==> src/rtl/ps2_host_ctrl_if.sv <==
// Command/response bus between game logic, the scancode receiver and ps2_host_ctrl.
// Latency: none, plain wires.
// Backpressure: cmd_valid/cmd_ready handshake; rx_valid is a strobe with no ready.
// Signals: cmd_valid/cmd_data/cmd_ready command request; rx_byte/rx_valid receiver output;
//   rx_mask receiver discard request; done/error result pulses; err_code error reason.
interface ps2_host_ctrl_if;
  logic       cmd_valid;
  logic [7:0] cmd_data;
  logic       cmd_ready;
  logic [7:0] rx_byte;
  logic       rx_valid;
  logic       rx_mask;
  logic       done;
  logic       error;
  logic [1:0] err_code;

  modport master (
    output cmd_valid, cmd_data, rx_byte, rx_valid,
    input  cmd_ready, rx_mask, done, error, err_code
  );

  modport slave (
    input  cmd_valid, cmd_data, rx_byte, rx_valid,
    output cmd_ready, rx_mask, done, error, err_code
  );
endinterface

==> src/rtl/ps2_host_ctrl.sv <==
// PS/2 host-to-device command transmitter: inhibit, request-to-send, 11-clock frame, wait for 0xFA (retry on 0xFE).
// Latency: accept -> clock inhibit 1 cycle; pin falling edge -> internal fe 6 cycles; data_oe follows fe by 1 cycle.
// Backpressure: cmd_ready only in IDLE, so a new command waits for the current one to finish.
// Ports: clk, rst (synchronous, active-low); ps2_clk_i/ps2_data_i raw pin levels;
//   ps2_clk_oe/ps2_data_oe pull-low enables; bus (slave modport) carries the command handshake,
//   the receiver byte stream, rx_mask, done/error pulses and err_code.
module ps2_host_ctrl #(
  parameter int INHIBIT_CYC = 5000,
  parameter int TIMEOUT_CYC = 1000000,
  parameter int MAX_RETRY   = 3
) (
  input  logic           clk,
  input  logic           rst,
  input  logic           ps2_clk_i,
  input  logic           ps2_data_i,
  output logic           ps2_clk_oe,
  output logic           ps2_data_oe,
  ps2_host_ctrl_if.slave bus
);

  // One counter serves both the inhibit interval and the timeouts; it is
  // cleared on every state change, so it is sized for the larger of the two.
  localparam int CNT_MAX = (TIMEOUT_CYC > INHIBIT_CYC) ? TIMEOUT_CYC : INHIBIT_CYC;
  localparam int TW      = $clog2(CNT_MAX + 1);
  localparam logic [TW-1:0] INH_LAST = TW'(INHIBIT_CYC - 1);
  localparam logic [TW-1:0] TMO_LAST = TW'(TIMEOUT_CYC - 1);

  localparam logic [7:0] BYTE_ACK    = 8'hFA;
  localparam logic [7:0] BYTE_RESEND = 8'hFE;

  typedef enum logic [2:0] {
    S_IDLE,
    S_INHIBIT,
    S_RTS,
    S_SEND,
    S_WAIT
  } state_t;

  // ---------------------------------------------------------------------
  // Pin conditioning. Sync flops reset to 1 because an idle bus floats high.
  // ---------------------------------------------------------------------
  logic       clk_s1_q, clk_s2_q;
  logic       dat_s1_q, dat_s2_q;
  logic       clk_f_q;
  logic [1:0] flt_cnt_q;
  logic       fe_q;

  always_ff @(posedge clk) begin
    if (!rst) begin
      clk_s1_q  <= 1'b1;
      clk_s2_q  <= 1'b1;
      dat_s1_q  <= 1'b1;
      dat_s2_q  <= 1'b1;
      clk_f_q   <= 1'b1;
      flt_cnt_q <= '0;
      fe_q      <= 1'b0;
    end else begin
      clk_s1_q <= ps2_clk_i;
      clk_s2_q <= clk_s1_q;
      dat_s1_q <= ps2_data_i;
      dat_s2_q <= dat_s1_q;
      fe_q     <= 1'b0;
      // flt_cnt_q counts consecutive samples disagreeing with the filtered
      // level; the fourth such sample flips it (and flags a falling edge).
      if (clk_s2_q == clk_f_q) begin
        flt_cnt_q <= '0;
      end else if (flt_cnt_q == 2'd3) begin
        clk_f_q   <= clk_s2_q;
        flt_cnt_q <= '0;
        fe_q      <= ~clk_s2_q;
      end else begin
        flt_cnt_q <= flt_cnt_q + 2'd1;
      end
    end
  end

  // ---------------------------------------------------------------------
  // Transaction FSM
  // ---------------------------------------------------------------------
  state_t          state_q, state_d;
  logic [TW-1:0]   cnt_q, cnt_d;
  logic [3:0]      nbit_q, nbit_d;
  logic [1:0]      retry_q, retry_d;
  logic [8:0]      frame_q, frame_d;      // {odd parity, command byte}
  logic            data_oe_q, data_oe_d;
  logic            done_q, done_d;
  logic            error_q, error_d;
  logic [1:0]      err_code_q, err_code_d;
  logic            abort;
  logic [1:0]      abort_code;

  always_ff @(posedge clk) begin
    if (!rst) begin
      state_q    <= S_IDLE;
      cnt_q      <= '0;
      nbit_q     <= '0;
      retry_q    <= '0;
      frame_q    <= '0;
      data_oe_q  <= 1'b0;
      done_q     <= 1'b0;
      error_q    <= 1'b0;
      err_code_q <= '0;
    end else begin
      state_q    <= state_d;
      cnt_q      <= cnt_d;
      nbit_q     <= nbit_d;
      retry_q    <= retry_d;
      frame_q    <= frame_d;
      data_oe_q  <= data_oe_d;
      done_q     <= done_d;
      error_q    <= error_d;
      err_code_q <= err_code_d;
    end
  end

  always_comb begin
    state_d    = state_q;
    cnt_d      = cnt_q + 1'b1;
    nbit_d     = nbit_q;
    retry_d    = retry_q;
    frame_d    = frame_q;
    data_oe_d  = data_oe_q;
    done_d     = 1'b0;
    error_d    = 1'b0;
    err_code_d = err_code_q;
    abort      = 1'b0;
    abort_code = 2'd0;

    case (state_q)
      S_IDLE: begin
        data_oe_d = 1'b0;
        cnt_d     = '0;
        if (bus.cmd_valid) begin
          frame_d = {~^bus.cmd_data, bus.cmd_data};
          retry_d = '0;
          state_d = S_INHIBIT;
        end
      end

      S_INHIBIT: begin
        // Raise the start bit one cycle before the clock is released.
        if (cnt_q == INH_LAST) begin
          data_oe_d = 1'b1;
          state_d   = S_RTS;
        end
      end

      S_RTS: begin
        nbit_d  = '0;
        state_d = S_SEND;
      end

      S_SEND: begin
        if (fe_q) begin
          cnt_d = '0;
          if (nbit_q == 4'd10) begin
            // Eleventh falling edge: device should be pulling data low as ack.
            data_oe_d = 1'b0;
            if (!dat_s2_q) begin
              state_d = S_WAIT;
            end else begin
              abort      = 1'b1;
              abort_code = 2'd1;
            end
          end else begin
            nbit_d = nbit_q + 4'd1;
            if (nbit_q < 4'd8) begin
              data_oe_d = ~frame_q[nbit_q[2:0]];
            end else if (nbit_q == 4'd8) begin
              data_oe_d = ~frame_q[8];
            end else begin
              data_oe_d = 1'b0;                 // stop bit: release
            end
          end
        end else if (cnt_q == TMO_LAST) begin
          abort      = 1'b1;
          abort_code = 2'd2;
        end
      end

      S_WAIT: begin
        if (bus.rx_valid && bus.rx_byte == BYTE_ACK) begin
          done_d  = 1'b1;
          state_d = S_IDLE;
        end else if (bus.rx_valid && bus.rx_byte == BYTE_RESEND) begin
          if (int'(retry_q) < MAX_RETRY) begin
            retry_d = retry_q + 2'd1;
            state_d = S_INHIBIT;
          end else begin
            abort      = 1'b1;
            abort_code = 2'd3;
          end
        end else if (cnt_q == TMO_LAST) begin
          abort      = 1'b1;
          abort_code = 2'd2;
        end
      end

      default: begin
        state_d = S_IDLE;
      end
    endcase

    if (abort) begin
      state_d    = S_IDLE;
      data_oe_d  = 1'b0;
      error_d    = 1'b1;
      err_code_d = abort_code;
    end

    if (state_d != state_q) begin
      cnt_d = '0;
    end
  end

  // Clock is held low through INHIBIT and RTS; RTS overlaps it with the start bit.
  assign ps2_clk_oe   = (state_q == S_INHIBIT) || (state_q == S_RTS);
  assign ps2_data_oe  = data_oe_q;
  assign bus.cmd_ready = (state_q == S_IDLE);
  assign bus.rx_mask   = (state_q == S_INHIBIT) || (state_q == S_RTS) || (state_q == S_SEND);
  assign bus.done      = done_q;
  assign bus.error     = error_q;
  assign bus.err_code  = err_code_q;

endmodule
==> src/flat_wrapper.sv <==
// flat-port wrapper written by rule: the top's interface ports become plain ports
module ps2_host_ctrl_flat 
#(
  parameter int INHIBIT_CYC = 5000,
  parameter int TIMEOUT_CYC = 1000000,
  parameter int MAX_RETRY   = 3
)
  (clk, rst, ps2_clk_i, ps2_data_i, ps2_clk_oe, ps2_data_oe, bus_cmd_valid, bus_cmd_data, bus_rx_byte, bus_rx_valid, bus_cmd_ready, bus_rx_mask, bus_done, bus_error, bus_err_code);
  ps2_host_ctrl_if bus_i ();
  input  logic clk;
  input  logic rst;
  input  logic ps2_clk_i;
  input  logic ps2_data_i;
  output logic ps2_clk_oe;
  output logic ps2_data_oe;
  input wire logic [$bits(bus_i.cmd_valid)-1:0] bus_cmd_valid;
  input wire logic [$bits(bus_i.cmd_data)-1:0] bus_cmd_data;
  input wire logic [$bits(bus_i.rx_byte)-1:0] bus_rx_byte;
  input wire logic [$bits(bus_i.rx_valid)-1:0] bus_rx_valid;
  output wire logic [$bits(bus_i.cmd_ready)-1:0] bus_cmd_ready;
  output wire logic [$bits(bus_i.rx_mask)-1:0] bus_rx_mask;
  output wire logic [$bits(bus_i.done)-1:0] bus_done;
  output wire logic [$bits(bus_i.error)-1:0] bus_error;
  output wire logic [$bits(bus_i.err_code)-1:0] bus_err_code;
  assign bus_i.cmd_valid = bus_cmd_valid;
  assign bus_i.cmd_data = bus_cmd_data;
  assign bus_i.rx_byte = bus_rx_byte;
  assign bus_i.rx_valid = bus_rx_valid;
  assign bus_cmd_ready = bus_i.cmd_ready;
  assign bus_rx_mask = bus_i.rx_mask;
  assign bus_done = bus_i.done;
  assign bus_error = bus_i.error;
  assign bus_err_code = bus_i.err_code;
  ps2_host_ctrl #(.INHIBIT_CYC(INHIBIT_CYC), .TIMEOUT_CYC(TIMEOUT_CYC), .MAX_RETRY(MAX_RETRY)) u_core (.clk(clk), .rst(rst), .ps2_clk_i(ps2_clk_i), .ps2_data_i(ps2_data_i), .ps2_clk_oe(ps2_clk_oe), .ps2_data_oe(ps2_data_oe), .bus(bus_i));
endmodule
==> config.mk <==
export PLATFORM = sky130hd
export DESIGN_NAME = ps2_host_ctrl_flat
export DESIGN_NICKNAME = d
export VERILOG_FILES = /design/src/rtl/ps2_host_ctrl_if.sv /design/src/rtl/ps2_host_ctrl.sv /design/src/flat_wrapper.sv
export SDC_FILE = /design/constraint.sdc
export NUM_CORES = 1
export LEC_CHECK = 0
export BUFFER_PORTS_ARGS = -buffer_cell sky130_fd_sc_hd__buf_4
export CAP_MARGIN = 15
export CORE_MARGIN = 4
export CORE_UTILIZATION = 47
export DETAILED_ROUTE_END_ITERATION = 7
export HOLD_SLACK_MARGIN = 0.06
export PLACE_DENSITY_LB_ADDON = 0.1
export SLEW_MARGIN = 5
export SYNTH_ARGS = -nofsm -noshare
export SYNTH_HDL_FRONTEND = slang
export SYNTH_SLANG_ARGS = --single-unit
export TNS_END_PERCENT = 5
==> constraint.sdc <==
create_clock -name clk -period 3.04 [get_ports clk]
set_clock_uncertainty 0.2 [all_clocks]
set_input_delay 0.608 -clock clk [delete_from_list [all_inputs] [get_ports clk]]
set_output_delay 0.608 -clock clk [all_outputs]
set_load 0.02 [all_outputs]
==> results.yml, run 1 <==
critical_path:
  r2r_end: "u_core.cnt_q[3]$_SDFF_PP0_"
  cp_max_fo: 8
  reg2reg_from: "u_core.cnt_q[6]$_SDFF_PP0_"
  criticalPathCategory: "reg -> reg"
  rr_worst_depth: 5
  arrival_ps: 2430
  startpoint_type: "flop"
  cp-end-kind: "flop"
  required_ps: 3020
  reg2reg_slack_ps: 580
clock_network:
  worstSkewPairLatency_ps: 300
  clock_path_buffers: 2
  cts.hold.buffers_added: 0
  cts_setup_buffers: 0
  post_cts_resized: 0
  root_buffer: "clkbuf_8"
  cts_tree: "done"
  htree_levels: 2
  cts_made_buffers: 5
  cts_sinks: 51
  clk_pin_slew_ps: 90
place:
  numPortBuffers: 29
  post_dp_cell_area_mm2: 0.002915
  dpl.hpwl_um: 3997
  gp_congestion: 0.7841
timing:
  fmax_mhz: 407.3
  finalHoldViolCount: 0
  worst_pin_slew_ps: 569.1
  finalCritPeriodShare_pct: 80.76
  rsz0062_at_grt: "no"
  period_needed_ps: 2455
  setup_violations: 0
  whs_ps: 219.9
  final.setup.tns_ps: 0
  maxSlewHeadroom_pct: 61.73
  drv_slew: 0
synthesis:
  netlist_top_cells_area: "dfxtp_1 (39%), xnor2_1 (5.3%), nand2_1 (4.7%)"
  synth.top_cell.area_share_pct: 38.73
  synth_edf_count: 0
  synth_cell_types: 52
  synth_area_leader_cell: "dfxtp_1"
  syn_inst: 297
  synth_seq_area_share_pct: 38.73
  async_flop_share_pct: 0
  synth_commonest_cells: "dfxtp_1 (51), nand2_1 (33), nor2_1 (27)"
  ys.flop_type: "dfxtp_1"
  syn_area_mm2: 0.002636
  synth_most_common_cell: "dfxtp_1"
  avgSynthCellArea_um2: 8.876
  syn_nets: 325
  ys_ff_latch: 51
  yosys_warnings: 0
global_routing:
  antenna_found_initial: 0
  grt_usage_pct: 16.25
  grt_first_pass_wirelength_um: 9384
  grt_max_degree: 29
  grt_pass1_vias: 2084
  grt.overflow.total: 0
die:
  core_mm2: 0.005473
  die_h_um: 82.90
  rows: 27
  start_util_pct: 48.17
  io_pins: 30
  die_area_mm2: 0.006872
  die_width_um: 82.90
routing:
  drtPass1Iterations: 4
  drc: 0
  wl_um: 5260
  dr.first_iter.drc_count: 75
  drtAntennaViolNets: 0
  wl_per_cell_um: 13.18
  vias: 2118
  avgViaCountPerCell: 5.308
cells_and_area:
  final_area_mm2: 0.003018
  nNetsFinal: 355
  fill_cells: 552
  drive_above_1_share_pct: 16.51
  diodes: 0
  syn2layout_area_growth_pct: 14.48
run_status:
  status: "completed"
min_path:
  hold_path_class: "reg -> reg"
  hp-start: "u_core.dat_s1_q$_SDFF_PN1_"
  holdPathStages: 1
  hold_end: "u_core.dat_s2_q$_SDFF_PN1_"
run:
  maxCapViolations: 0
power:
  peakVddDrop_mv: 0.2201
  power.density_mw_per_mm2: 418.1
  p_leak_nw: 1.050
how the worst max path moves through the flow:
stage                                             to  cells after the start                           from
after global routing      u_core.cnt_q[3]$_SDFF_PP0_                      9  u_core.nbit_q[0]$_SDFFE_PN0P_
final                     u_core.cnt_q[3]$_SDFF_PP0_                      5     u_core.cnt_q[6]$_SDFF_PP0_
after floorplan           u_core.cnt_q[1]$_SDFF_PP0_                      6                 bus_rx_byte[0]
after global placement    u_core.cnt_q[9]$_SDFF_PP0_                      6                 bus_rx_byte[0]
after CTS                 u_core.cnt_q[0]$_SDFF_PP0_                      5     u_core.cnt_q[6]$_SDFF_PP0_
after detailed placement  u_core.cnt_q[0]$_SDFF_PP0_                      6                 bus_rx_byte[0]
kinds of logic after synthesis:
kind of cell / Yosys count / share of synthesized area [%]
AOI/OAI and AO/OA: 47 / 13.10
DFF: 51 / 38.73
muxes: 5 / 2.848
buffers and inverters: 21 / 4.224
xor gates and xnor gates: 29 / 9.634
and+or+nand+nor: 138 / 28.62
adders and majority gates: 6 / 2.848
sequential cells by signal, summed over array words and instances (netlist names):
signal	flops
u_core.nbit_q	4
u_core.retry_q	2
u_core.flt_cnt_q	2
u_core.frame_q	9
u_core.fe_q	1
u_core.bus.done	1
u_core.dat_s2_q	1
u_core.bus.err_code	2
u_core.clk_s1_q	1
u_core.cnt_q	20
u_core.bus.error	1
u_core.clk_f_q	1
u_core.dat_s1_q	1
u_core.state_q	3
u_core.clk_s2_q	1
u_core.ps2_data_oe	1
stage by stage:
step           util (%)  std cells  total power, mW  worst slack [ps]
5_1_grt           55.14        399            1.317             339.5
4_1_cts           55.14        399            1.281             583.0
6_report          55.14        399            1.262             585.0
3_5_place_dp      53.27        392           0.8257             562.2
2_1_floorplan         -        297           0.7840             730.2
3_3_place_gp      53.27        392           0.8229             614.2
placed cells by master (no fill, tap or decap), types with 8 or more instances in the layout:
master	count
xor2_1	13
nand3_1	16
nor2_1	27
a21oi_1	8
inv_1	8
a21boi_0	12
nand2_1	33
xnor2_1	16
nor3_1	13
buf_4	36
dfxtp_1	51
layout make-up:
| class | instances | area, um2 | share of cell area [%] |
|---|---|---|---|
| Sequential cell | 51 | 1021 | 33.83 |
| Clock inverter | 1 | 30.03 | 0.9950 |
| Inverter | 8 | 30.03 | 0.9950 |
| Clock buffer | 6 | 72.57 | 2.405 |
| Tap cell | 72 | 90.09 | 2.985 |
| Timing Repair Buffer | 36 | 270.3 | 8.955 |
| Multi-Input combinational cell | 225 | 1504 | 49.83 |
power by group:
group / switching, mW / internal [mW] / leakage [nW]
combinational: 0.0573 / 0.0591 / 0.585
sequential: 0.00998 / 0.681 / 0.414
clock: 0.213 / 0.241 / 0.0513
total: 0.280 / 0.982 / 1.05
critical path: stages, from the launching register on:
cell       delay, ps
dfxtp_1          380
or4b_4           580
or2_0            240
o41a_1           480
o211ai_4         290
a2111oi_0        140
routing by layer:
layer / vias up / part of all wire [%] / routed length, um / track usage (%)
met1: 976 / 45 / 2389 / 19.90
met4: 0 / 1.5 / 78 / 5.349
met3: 7 / 2.9 / 155 / 3.274
met2: 28 / 50 / 2636 / 28.35
li1: 1107 / - / - / -
met5: - / 0 / 0 / 0
Power figures use the tool's default switching activity.
==> run 2, diff against run 1 <==
clock period = 1.99 ns   (was 3.04 ns; I/O delays follow)
==> results.yml, run 2 (synthesis gave the netlist of run 1 again) <==
die:
  die_area_mm2: 0.006872
  core_mm2: 0.005473
  die_h_um: 82.90
  start_util_pct: 48.17
  die_width_um: 82.90
  rows: 27
  io_pins: 30
critical_path:
  critPathSlowestCell: "or4b_4"
  cpPeakStageDelay_ps: 550
  criticalPathCategory: "reg -> reg"
  worstSetupEndpoint: "u_core.cnt_q[2]$_SDFF_PP0_"
  path_depth: 6
  r2r_end: "u_core.cnt_q[2]$_SDFF_PP0_"
  cp-startpoint: "u_core.cnt_q[6]$_SDFF_PP0_"
  startpoint_type: "flop"
  worstPathBufferInverterCount: 1
  rr_worst_depth: 6
  cp-end-kind: "flop"
  crit_chain: "or4b_4, or2_1, o41a_1, o211ai_4, buf_12, a211oi_1"
  required_ps: 1980
  arrival_ps: 2230
  crit_family: "simple AND/OR/NAND/NOR gates"
  reg2reg_slack_ps: -250
  cp_max_fo: 8
  reg2reg_from: "u_core.cnt_q[6]$_SDFF_PP0_"
timing:
  period_needed_ps: 2241
  rsz0062_at_grt: "yes"
  fmax_mhz: 446.3
  worst_pin_slew_ps: 422.6
  maxSlewHeadroom_pct: 71.61
  worst_slack_ps: -250.8
  drv_slew: 0
  finalHoldViolCount: 0
  final.setup.tns_ps: -3682
  setup_violations: 24
  finalCritPeriodShare_pct: 112.6
clock_network:
  worstSkewPairLatency_ps: 300
  cts_tree: "done"
  root_buffer: "clkbuf_8"
  cts.hold.buffers_added: 0
  clock_path_buffers: 2
  cts_sinks: 51
  clk_pin_slew_ps: 90
  htree_levels: 2
  cts_made_buffers: 5
cells_and_area:
  largest-register: "u_core.cnt_q"
  diodes: 0
  drive_above_1_share_pct: 32.16
  mostFrequentLayoutCells: "buf_4 (74), dfxtp_1 (49), nand2_1 (33)"
  largest_register_ffs: 20
  mostFrequentLayoutCell: "buf_4"
  nNetsFinal: 397
  fin_cells: 442
  syn2layout_area_growth_pct: 32.32
  biggestRegsByFlops: "u_core.cnt_q (20), u_core.frame_q (9), u_core.nbit_q (4)"
min_path:
  hold_path_class: "in -> reg"
global_routing:
  grt.overflow.total: 0
  grt_usage_pct: 18.00
  grt.busiest_layer: "met2"
  grt_max_degree: 25
  antenna_found_initial: 0
  grt_pass1_vias: 2286
  met3_usage_pct: 3.671
  gr-usage-met2_pct: 31.05
  grt_first_pass_wirelength_um: 10220
  met1_usage_pct: 21.91
routing:
  drtPass1Iterations: 4
  avgViaCountPerCell: 5.253
  drc: 0
  wl_per_cell_um: 13.30
  drtAntennaViolNets: 0
  vias: 2322
  dr.first_iter.drc_count: 63
  wl_um: 5877
run:
  maxCapViolations: 0
power:
  p_sw_uw: 464.0
  peakVddDrop_mv: 0.3654
  p_comb_share_pct: 12.4
  power.density_mw_per_mm2: 548.6
  seq_power_share_pct: 54.9
  switching_share_pct: 24.25
  pwr-share-clk_pct: 32.7
  p_leak_nw: 1.290
  intPower_mw: 1.450
  power_mw: 1.914
run_status:
  status: "finished with violations"
  failed_checks: "setup timing"
place:
  dpl_worst_slack_ps: -335.1
  numPortBuffers: 29
  gp_congestion: 0.8393
  dpl.hpwl_um: 4432
  place_inst: 433
-- run 2: cell count changes in the layout (fill, tap and decap cells not counted), moves of 3 or more --
cell       previous run  this run
a21oi_2               0         4
nor2_1               27        23
a21boi_0             12         9
a21oi_1               8         4
buf_4                36        74
a2111oi_0             4         0
nor2_2                0         4
-- run 2: cell type report --
type	count	area [um2]
Fill cell	491	1984
Multi-Input combinational cell	225	1637
Sequential cell	51	1023
Timing Repair Buffer	78	613.1
Tap cell	72	90.09
Clock buffer	7	86.33
Inverter	8	30.03
Clock inverter	1	8.758
-- run 2: worst min-delay path by stage --
stage | start | slack [ps] | end | depth (start not counted)
2_1_floorplan | u_core.clk_s1_q$_SDFF_PN1_ | 190 | u_core.clk_s2_q$_SDFF_PN1_ | 1
3_3_place_gp | u_core.clk_s1_q$_SDFF_PN1_ | 190 | u_core.clk_s2_q$_SDFF_PN1_ | 1
3_5_place_dp | u_core.dat_s1_q$_SDFF_PN1_ | 200 | u_core.dat_s2_q$_SDFF_PN1_ | 1
4_1_cts | ps2_clk_i | 60 | u_core.clk_s1_q$_SDFF_PN1_ | 2
5_1_grt | ps2_data_i | 80 | u_core.dat_s1_q$_SDFF_PN1_ | 2
6_report | ps2_clk_i | 70 | u_core.clk_s1_q$_SDFF_PN1_ | 2
-- run 2: power by group through the flow --
stage	registers [mW]	logic, mW	clock network, mW
after global placement	1.07	0.201	0
after detailed placement	1.07	0.204	0
after global routing	1.05	0.261	0.690
after floorplan	1.07	0.124	0
final	1.05	0.237	0.626
after CTS	1.05	0.229	0.652
-- run 2: metal layers --
layer | wire (um) | up-vias
met5 | 0 | -
met4 | 104 | 0
met3 | 175 | 7
met2 | 2890 | 32
met1 | 2707 | 1084
li1 | - | 1199
-- run 2: what timing repair did --
action / in CTS / in global routing
endpoints found under the setup margin: 26 / 31
setup buffers: 1 / 0
pin swaps: 6 / 9
gates resized for setup: 15 / 19
-- run 2: per-stage QoR --
step           area, um2  hold slack [ps]  utilization (%)
6_report            3488            74.11            63.74
5_1_grt             3488            81.31            63.74
4_1_cts             3408            60.48            62.28
3_5_place_dp        3233            198.0            59.08
3_3_place_gp        3233            191.4            59.08
2_1_floorplan       2646            186.3                -
==> run 3, diff against run 2 <==
CORE_UTILIZATION = 35   (was 47)
==> results.yml, run 3 (synthesis gave the netlist of run 1 again) <==
run_status:
  status: "finished with violations"
  failed_checks: "setup timing"
clock_network:
  worstSkewPairLatency_ps: 300
  root_buffer: "clkbuf_8"
  htree_levels: 2
  cts_tree: "done"
  cts_made_buffers: 5
  clock_path_buffers: 2
  clk_pin_slew_ps: 100
  cts_sinks: 51
  cts.hold.buffers_added: 0
min_path:
  hold_end: "u_core.clk_s1_q$_SDFF_PN1_"
  holdPathStages: 2
  hold_path_class: "in -> reg"
  hp-start: "ps2_clk_i"
die:
  die_area_mm2: 0.008985
  die_h_um: 94.79
  rows: 31
  core_mm2: 0.007292
  io_pins: 30
  start_util_pct: 36.15
  die_width_um: 94.79
timing:
  worst_pin_slew_ps: 445.9
  period_needed_ps: 2279
  finalHoldViolCount: 0
  fmax_mhz: 438.9
  final.setup.tns_ps: -3945
  worst_slack_ps: -288.6
  setup_violations: 23
  maxSlewHeadroom_pct: 70.04
  drv_slew: 0
  finalCritPeriodShare_pct: 114.5
  whs_ps: 73.04
  rsz0062_at_grt: "yes"
routing:
  drc: 0
  drtPass1Iterations: 4
  vias: 2308
  drtAntennaViolNets: 0
  avgViaCountPerCell: 4.953
  wl_per_cell_um: 13.09
  wl_um: 6100
  dr.first_iter.drc_count: 58
critical_path:
  cp-end-kind: "flop"
  r2r_end: "u_core.cnt_q[1]$_SDFF_PP0_"
  reg2reg_slack_ps: -290
  critPathSlowestCell: "or4b_4"
  rr_worst_depth: 6
  cp_max_fo: 8
  startpoint_type: "flop"
  crit_chain: "or4b_4, or2_1, o41a_1, o211ai_4, buf_12, a2111oi_4"
  cpPeakStageDelay_ps: 550
  required_ps: 1970
  criticalPathCategory: "reg -> reg"
  arrival_ps: 2260
  reg2reg_from: "u_core.cnt_q[6]$_SDFF_PP0_"
power:
  power_mw: 1.994
  p_leak_nw: 1.275
  power.density_mw_per_mm2: 573.0
  peakVddDrop_mv: 0.4128
place:
  gp_congestion: 0.8014
  post_dp_cell_area_mm2: 0.003252
  dpl.hpwl_um: 4603
  place_inst: 458
  numPortBuffers: 29
cells_and_area:
  biggestRegsByFlops: "u_core.cnt_q (20), u_core.frame_q (9), u_core.nbit_q (4)"
  drive_above_1_share_pct: 30.52
  largest-register: "u_core.cnt_q"
  final_area_mm2: 0.003480
  diodes: 0
  mostFrequentLayoutCell: "buf_4"
  fin_cells: 466
  syn2layout_area_growth_pct: 31.99
  mostFrequentLayoutCells: "buf_4 (72), dfxtp_1 (49), nand2_1 (33)"
  largest_register_ffs: 20
  nNetsFinal: 395
global_routing:
  grt_usage_pct: 14.68
  met3_usage_pct: 2.789
  grt.overflow.total: 0
  met1_usage_pct: 18.32
  gr-usage-met2_pct: 25.72
  grt.busiest_layer: "met2"
  antenna_found_initial: 0
  grt_pass1_vias: 2254
  grt_first_pass_wirelength_um: 10460
  grt_max_degree: 25
run:
  maxCapViolations: 0
## run 3: power by group
group	leakage, nW	internal (mW)	switching, mW
Clock	0.0502	0.368	0.346
Sequential	0.415	1.04	0.0112
Combinational	0.810	0.117	0.110
## run 3: how the worst max path moves through the flow
stage | slack (ps) | start | cells after the start | endpoint
final | -290 | u_core.cnt_q[6]$_SDFF_PP0_ | 6 | u_core.cnt_q[1]$_SDFF_PP0_
after detailed placement | -330 | u_core.cnt_q[11]$_SDFF_PP0_ | 5 | u_core.cnt_q[3]$_SDFF_PP0_
after CTS | -260 | u_core.cnt_q[6]$_SDFF_PP0_ | 6 | u_core.cnt_q[3]$_SDFF_PP0_
after global placement | -280 | u_core.cnt_q[11]$_SDFF_PP0_ | 5 | u_core.cnt_q[0]$_SDFF_PP0_
after global routing | -350 | u_core.cnt_q[6]$_SDFF_PP0_ | 6 | u_core.cnt_q[2]$_SDFF_PP0_
after floorplan | -210 | u_core.cnt_q[11]$_SDFF_PP0_ | 5 | u_core.cnt_q[0]$_SDFF_PP0_
## run 3: area by class of cell
| type | instances | area (um2) |
|---|---|---|
| inverters | 8 | 30.03 |
| clock inverters | 2 | 37.54 |
| clock buffers | 5 | 68.82 |
| flip-flops and latches | 51 | 1023 |
| multi-input cells | 225 | 1602 |
| well taps | 99 | 123.9 |
| fillers | 736 | 3812 |
| repair buffers | 76 | 594.3 |
## run 3: metal layers
metal,vias to the layer above,share of wire (%)
li1,1198,-
met1,1082,46
met2,26,51
met3,2,2.7
met4,0,0.72
met5,-,0
## run 3: per-stage QoR
step	utilization, %	worst slack (ps)
floorplan	-	-211.8
detailed placement	44.60	-328.9
global placement	44.60	-283.4
CTS	46.91	-264.0
global route	47.72	-352.5
finish	47.72	-288.6
## run 3: critical path: cells and delay by family, from the launching register on
family	cells	cell delay (ps)
AO/OA/AOI/OAI	3	680
flip-flops	1	330
AND/OR/NAND/NOR	2	790
buffers and inverters	1	160
## run 3: what timing repair did
action                                  CTS  global route
gates cloned                              0             0
resized for setup                        13            14
endpoints found under the setup margin   24            28
buffers inserted                          1             0
pin swaps                                 5             9
